### src/rtl/nonce_dispatcher.sv
// Nonce search sequencer for a single miner core.
// Walks nonces start..end (inclusive, wrapping mod 2^32), launches one hash per
// nonce, compares each digest against the latched target and reports the first
// winning nonce. A watchdog bounds the time spent waiting on the core.
module nonce_dispatcher #(
   parameter int TIMEOUT = 1023
) (
   input  logic         clk,
   input  logic         rst,
   input  logic         start,
   input  logic         abort,
   input  logic [0:607] header,
   input  logic [0:255] target,
   input  logic [31:0]  start_nonce,
   input  logic [31:0]  end_nonce,
   output logic         hash_enable,
   output logic [0:639] message,
   input  logic         finished,
   input  logic [0:255] hash,
   output logic         busy,
   output logic         found,
   output logic [31:0]  found_nonce,
   output logic         done,
   output logic         error
);

   localparam logic [2:0] IDLE   = 3'd0;
   localparam logic [2:0] LAUNCH = 3'd1;
   localparam logic [2:0] WAIT   = 3'd2;
   localparam logic [2:0] CHECK  = 3'd3;
   localparam logic [2:0] DRAIN  = 3'd4;

   // Watchdog is wide enough to hold TIMEOUT itself; it exits on TIMEOUT-1.
   localparam int             WDW     = (TIMEOUT < 2) ? 1 : $clog2(TIMEOUT + 1);
   localparam logic [WDW-1:0] WD_LAST = WDW'(TIMEOUT - 1);

   // Everything captured from the requester when a search is accepted.
   typedef struct packed {
      logic [0:607] header;
      logic [0:255] target;
      logic [31:0]  end_nonce;
   } job_t;

   logic [2:0]     state, state_d;
   job_t           job;
   logic [31:0]    nonce;
   logic [WDW-1:0] wd;
   logic [0:255]   hash_q;

   // Per-cycle decisions produced by the next-state logic.
   logic accept;     // start taken in IDLE
   logic capture;    // digest registered for CHECK
   logic advance;    // step to the next nonce
   logic end_plain;  // search over without a winner (exhausted / aborted / drained)
   logic end_found;  // search over with a winner
   logic timeout;    // watchdog expired
   logic wd_expire;
   logic win;
   logic last;

   assign wd_expire = (wd == WD_LAST);
   // Both operands are [0:255], so index 0 is the MSB of the unsigned compare.
   assign win       = (hash_q < job.target);
   assign last      = (nonce == job.end_nonce);

   assign hash_enable = (state == LAUNCH);
   assign busy        = (state != IDLE);
   assign message     = {job.header, nonce};

   // Next-state and control strobes; abort outranks a win in CHECK.
   always_comb begin
      state_d   = state;
      accept    = 1'b0;
      capture   = 1'b0;
      advance   = 1'b0;
      end_plain = 1'b0;
      end_found = 1'b0;
      timeout   = 1'b0;
      case (state)
         IDLE: begin
            if (start) begin
               accept  = 1'b1;
               state_d = LAUNCH;
            end
         end
         LAUNCH: begin
            if (abort) begin
               end_plain = 1'b1;
               state_d   = IDLE;
            end else begin
               state_d = WAIT;
            end
         end
         WAIT: begin
            if (finished && abort) begin
               // Result and abort coincide: nothing left in flight, finish now.
               end_plain = 1'b1;
               state_d   = IDLE;
            end else if (finished) begin
               capture = 1'b1;
               state_d = CHECK;
            end else if (wd_expire) begin
               timeout = 1'b1;
               state_d = IDLE;
            end else if (abort) begin
               // Core still owes a result; wait it out so it cannot leak into
               // the next search.
               state_d = DRAIN;
            end
         end
         CHECK: begin
            if (abort) begin
               end_plain = 1'b1;
               state_d   = IDLE;
            end else if (win) begin
               end_found = 1'b1;
               state_d   = IDLE;
            end else if (last) begin
               end_plain = 1'b1;
               state_d   = IDLE;
            end else begin
               advance = 1'b1;
               state_d = LAUNCH;
            end
         end
         DRAIN: begin
            if (finished) begin
               end_plain = 1'b1;
               state_d   = IDLE;
            end else if (wd_expire) begin
               timeout = 1'b1;
               state_d = IDLE;
            end
         end
         default: state_d = IDLE;
      endcase
   end

   // State register.
   always_ff @(posedge clk or posedge rst) begin
      if (rst) state <= IDLE;
      else     state <= state_d;
   end

   // Job latch; only written when a start is accepted.
   always_ff @(posedge clk or posedge rst) begin
      if (rst)         job <= '0;
      else if (accept) job <= '{header: header, target: target, end_nonce: end_nonce};
   end

   // Current nonce; natural 32-bit overflow gives the FFFFFFFF->0 wrap.
   always_ff @(posedge clk or posedge rst) begin
      if (rst)          nonce <= '0;
      else if (accept)  nonce <= start_nonce;
      else if (advance) nonce <= nonce + 32'd1;
   end

   // Watchdog: zeroed on each launch, counts every WAIT/DRAIN cycle.
   always_ff @(posedge clk or posedge rst) begin
      if (rst)                                 wd <= '0;
      else if (state == LAUNCH)                wd <= '0;
      else if (state == WAIT || state == DRAIN) wd <= wd + 1'b1;
   end

   // Digest register feeding the CHECK compare.
   always_ff @(posedge clk or posedge rst) begin
      if (rst)          hash_q <= '0;
      else if (capture) hash_q <= hash;
   end

   // Completion pulses, one cycle each.
   always_ff @(posedge clk or posedge rst) begin
      if (rst) begin
         done  <= 1'b0;
         found <= 1'b0;
      end else begin
         done  <= end_plain | end_found | timeout;
         found <= end_found;
      end
   end

   // Winning nonce; held until the next accepted start.
   always_ff @(posedge clk or posedge rst) begin
      if (rst)            found_nonce <= '0;
      else if (accept)    found_nonce <= '0;
      else if (end_found) found_nonce <= nonce;
   end

   // Sticky timeout flag, cleared by the next accepted start.
   always_ff @(posedge clk or posedge rst) begin
      if (rst)          error <= 1'b0;
      else if (accept)  error <= 1'b0;
      else if (timeout) error <= 1'b1;
   end

endmodule

### config.mk
export PLATFORM = sky130hd
export DESIGN_NAME = nonce_dispatcher
export DESIGN_NICKNAME = d
export VERILOG_FILES = /design/src/rtl/nonce_dispatcher.sv
export SDC_FILE = /design/constraint.sdc
export NUM_CORES = 2
export LEC_CHECK = 0
export ABC_AREA = 1
export BUFFER_PORTS_ARGS = -buffer_cell sky130_fd_sc_hd__buf_2
export CELL_PAD_IN_SITES_DETAIL_PLACEMENT = 0
export CELL_PAD_IN_SITES_GLOBAL_PLACEMENT = 1
export CORE_AREA = 5 5 716 718
export DETAILED_ROUTE_END_ITERATION = 6
export DIE_AREA = 0 0 721 723
export GPL_TIMING_DRIVEN = 0
export HOLD_SLACK_MARGIN = 0.12
export PLACE_DENSITY = 0.43
export SYNTH_ARGS = -nofsm -noshare
export SYNTH_HDL_FRONTEND = slang
export SYNTH_SLANG_ARGS = --single-unit
### constraint.sdc
create_clock -name clk -period 119.5 [get_ports clk]
set_clock_uncertainty 0.2 [all_clocks]
set_input_delay 23.9 -clock clk [delete_from_list [all_inputs] [get_ports clk]]
set_output_delay 23.9 -clock clk [all_outputs]
set_load 0.02 [all_outputs]
==> flow_metrics.env <==
export IMPL_fmaxAchievable_ghz=0.03735
export IMPL_clk_pin_slew_ns=0.06
export IMPL_fin_crit_sh_pct=22.41
export IMPL_portBuffers=1865
export IMPL_overflow=0
export IMPL_power_leakage_nw=43.72
export IMPL_grt_usage_pct=16.43
export IMPL_cap_viol_max_count=0
export IMPL_syn_num_nets=8347
export IMPL_cpPeakStageDelay_ns=0.79
export IMPL_cts_buffer_depth=4
export IMPL_cp_max_fo=10
export IMPL_synth_top_cell_by_area="dfrtp_1"
export IMPL_hold_viol=0
export IMPL_root_buffer="clkbuf_16"
export IMPL_synthesis_area_um2=58200
export IMPL_crit_family="buffers and inverters"
export IMPL_power_frac_clock_pct=22.4
export IMPL_holdBufCountCts=0
export IMPL_vias_per_cell=3.356
export IMPL_path_buf_inv=6
export IMPL_cts_setup_buffers=0
export IMPL_htree_levels=4
export IMPL_ir_drop_v=0.00001143
export IMPL_synthSimpleGateAreaFrac_pct=23.84
export IMPL_tightest_slew_ns=1.395
export IMPL_crit_type="input port to register"
export IMPL_die_area_um2=521300
export IMPL_synth_top_family_by_area="simple AND/OR/NAND/NOR gates"
export IMPL_cts_buffers=179
export IMPL_cp_end_kind="register"
export IMPL_seqPwrFrac_pct=29.9
export IMPL_die_h_um=723
export IMPL_fin_crit_ns=26.78
export IMPL_comb_power_share_pct=47.7
export IMPL_ys_types=47
export IMPL_drc_errors=0
export IMPL_final_layout_size_suffix_gt1_share_pct=31.86
export IMPL_synth_seq_cells=1232
export IMPL_detail_route_antenna_nets=0
export IMPL_synth_adder_area_share_pct=5.546
export IMPL_hp_class="register to register"
export IMPL_slew_violations=0
export IMPL_clk_latency_ns=0.88
export IMPL_finalSetupTns_ns=0
export IMPL_clkSinkCount=1232
export IMPL_grt_pass1_vias=54480
export IMPL_coreArea_um2=504500
export IMPL_p_int_mw=1.314
export IMPL_grt_pass1_wl_um=561300
export IMPL_synth_xor_area_share_pct=0.5267
export IMPL_final_util_pct=16.38
export IMPL_n_fill_cell=58092
export IMPL_hpwl_um=386200
export IMPL_finalSetupViolCount=0
export IMPL_path_cells="buf_2 > nand3_1 > buf_2 > clkinv_1 > buf_4 > clkbuf_1 > clkbuf_1 > nand2_1 > nand2_1"
export IMPL_maxSlewHeadroom_pct=6.968
export IMPL_p_switching_mw=1.133
export IMPL_initial_utilization_pct=11.54
export IMPL_drtIter0Drc=2987
export IMPL_first_pass_iters=5
export IMPL_seq_area_frac_synth_pct=52.97
export IMPL_gp_congestion=0.8625
export IMPL_required_ns=120.04
export IMPL_grt_max_degree=114
export IMPL_ys_warn_count=0
export IMPL_rsz0062_at_grt="false"
export IMPL_synth_top_area_share_pct=52.97
export IMPL_cts_resized=0
export IMPL_antenna_found_initial=389
export IMPL_crit_arrival_ns=27.32
export IMPL_muxShareOfSynthArea_pct=0
export IMPL_final_nets=10408
export IMPL_crit_path_start_kind="input port"
export IMPL_num_io_pins=1866
export IMPL_slowest_stage="clkbuf_1"
export IMPL_p_sw_share_pct=46.30
export IMPL_synth_area_leaders="dfrtp_1, nand2_1, buf_4, ha_1, o21ai_0"
export IMPL_dieWidth_um=721
export IMPL_netlist_instances=6900
export IMPL_num_vias=53549
export IMPL_cts_tree="done"
export IMPL_drt_total_wl_um=446300
export IMPL_wl_per_cell_um=27.97
export IMPL_area_growth_syn_to_layout_pct=41.96
export IMPL_power_density_nw_per_um2=29.63
export IMPL_rows=261
export IMPL_avgSynthCellArea_um2=8.435
export IMPL_synth_compound_area_share_pct=4.809
export IMPL_status="completed"
-- area by class of cell --
class	count	area, um2	area share (%)
Inverter	366	1381	1.672
Timing Repair Buffer	1880	9727	11.77
Sequential cell	1232	30830	37.31
Multi-Input combinational cell	4407	20220	24.47
Clock inverter	55	674.4	0.8162
Antenna cell	146	365.4	0.4422
Clock buffer	267	5231	6.332
Tap cell	6706	8391	10.16
Buffer	895	5803	7.024
-- power by group through the flow --
stage / clock (mW) / sequential [mW] / combinational (mW)
after floorplan: 0 / 0.702 / 0.672
final: 0.549 / 0.731 / 1.17
after global routing: 0.586 / 0.753 / 1.30
after detailed placement: 0 / 0.739 / 1.22
after CTS: 0.575 / 0.734 / 1.22
after global placement: 0 / 0.749 / 1.22
-- per-stage QoR --
| stage | setup slack [ns] | instance area, um2 | cells | hold slack [ns] | power [mW] |
|---|---|---|---|---|---|
| floorplan | 60.69 | 58200 | 6900 | 0.2359 | 1.375 |
| global placement | 37.24 | 75930 | 15471 | 0.2626 | 1.965 |
| detailed placement | 91.33 | 76350 | 15486 | 0.2638 | 1.958 |
| CTS | 92.36 | 82260 | 15808 | 0.2791 | 2.534 |
| global route | 92.45 | 82400 | 15867 | 0.2882 | 2.639 |
| finish | 92.72 | 82620 | 15954 | 0.2730 | 2.448 |
-- worst reg2reg max path: stages, from the launching register on --
cell and delay, ns:
dfrtp_1 0.51, ha_1 0.35, nand2_1 0.04, nor2_1 0.43, nand2_1 0.26, nor4b_1 0.91
nand2_1 0.14, nand2_1 0.30, nand2_1 0.09, nand2_1 0.16, nand2_1 0.11, nand2_1 0.28
nand2_1 0.22, nand3_2 0.29, buf_4 0.29, buf_4 0.25, o21ai_0 0.09
-- registers in the layout, indices dropped and copies added (netlist names), 3 cells and up --
register / flops
found_nonce: 32
hash_q: 256
job: 288
message: 608
nonce: 32
state: 3
wd: 10
-- metal layers --
layer  vias to the layer above  GRT usage [%]  share of wire, %
met1                     25397          16.16                34
met2                      1948          31.27                52
met4                       128          4.418               3.9
met5                         -              0              0.18
met3                       847          6.889               9.8
li1                      25229              -                 -
-- path summary, 6_finish.rpt --
| kind | slack (ns) | cells after the start | start | to |
|---|---|---|---|---|
| worst max-delay path | 92.72 | 9 | start | message[481]$_DFFE_PP0P_ |
| worst min-delay path | 0.27 | 1 | wd[3]$_DFFE_PP0P_ | wd[3]$_DFFE_PP0P_ |
| worst max register to register | 114.41 | 16 | hash_q[227]$_DFFE_PP0P_ | found_nonce[3]$_DFFE_PP0P_ |
| worst min register to register | 0.27 | 1 | wd[3]$_DFFE_PP0P_ | wd[3]$_DFFE_PP0P_ |
| max in group asynchronous | 93.54 | 6 | rst | message[38]$_DFFE_PP0P_ |
| min in group asynchronous | 22.84 | 2 | rst | message[227]$_DFFE_PP0P_ |
-- Yosys cell counts, drive strengths merged --
master  instances
ha            258
a221oi          6
a21oi         135
nor3           30
o21ai         366
o21ba           1
o211ai          4
o22ai           5
nor4           10
dfrtp        1232
xnor2           3
nor2           89
clkinv          1
a211oi          2
a21o            3
clkbuf        183
xor2           32
o21bai          2
nor4b           2
nand3         116
o31ai           2
nand2        3290
nand3b          2
inv           365
buf           712
a21boi          1
nand4          34
a31oi          10
o21a            4
-- cells in the final DEF, fill, tap and decap left out, types with 40 or more instances in the layout --
master     netlist  layout
nand3_1        112     112
nand2_1       3286    3286
ha_1           258     258
o21ai_0        360     360
clkbuf_1       182     220
a21oi_1        135     135
buf_2           93    1957
dfrtp_1       1232    1232
diode_2          0     146
clkbuf_8         0      40
buf_4          614     615
nor2_1          82      82
inv_1          362     361
clkbuf_16        0     180
-- kinds of logic after synthesis --
group / count (synthesis)
adder cells (fa/ha/maj): 258
buffers and inverters: 1261
flip-flops: 1232
AO/OA/AOI/OAI: 541
AND/OR/NAND/NOR: 3573
XOR/XNOR: 35
No activity file was read; power rests on OpenSTA's default activity.
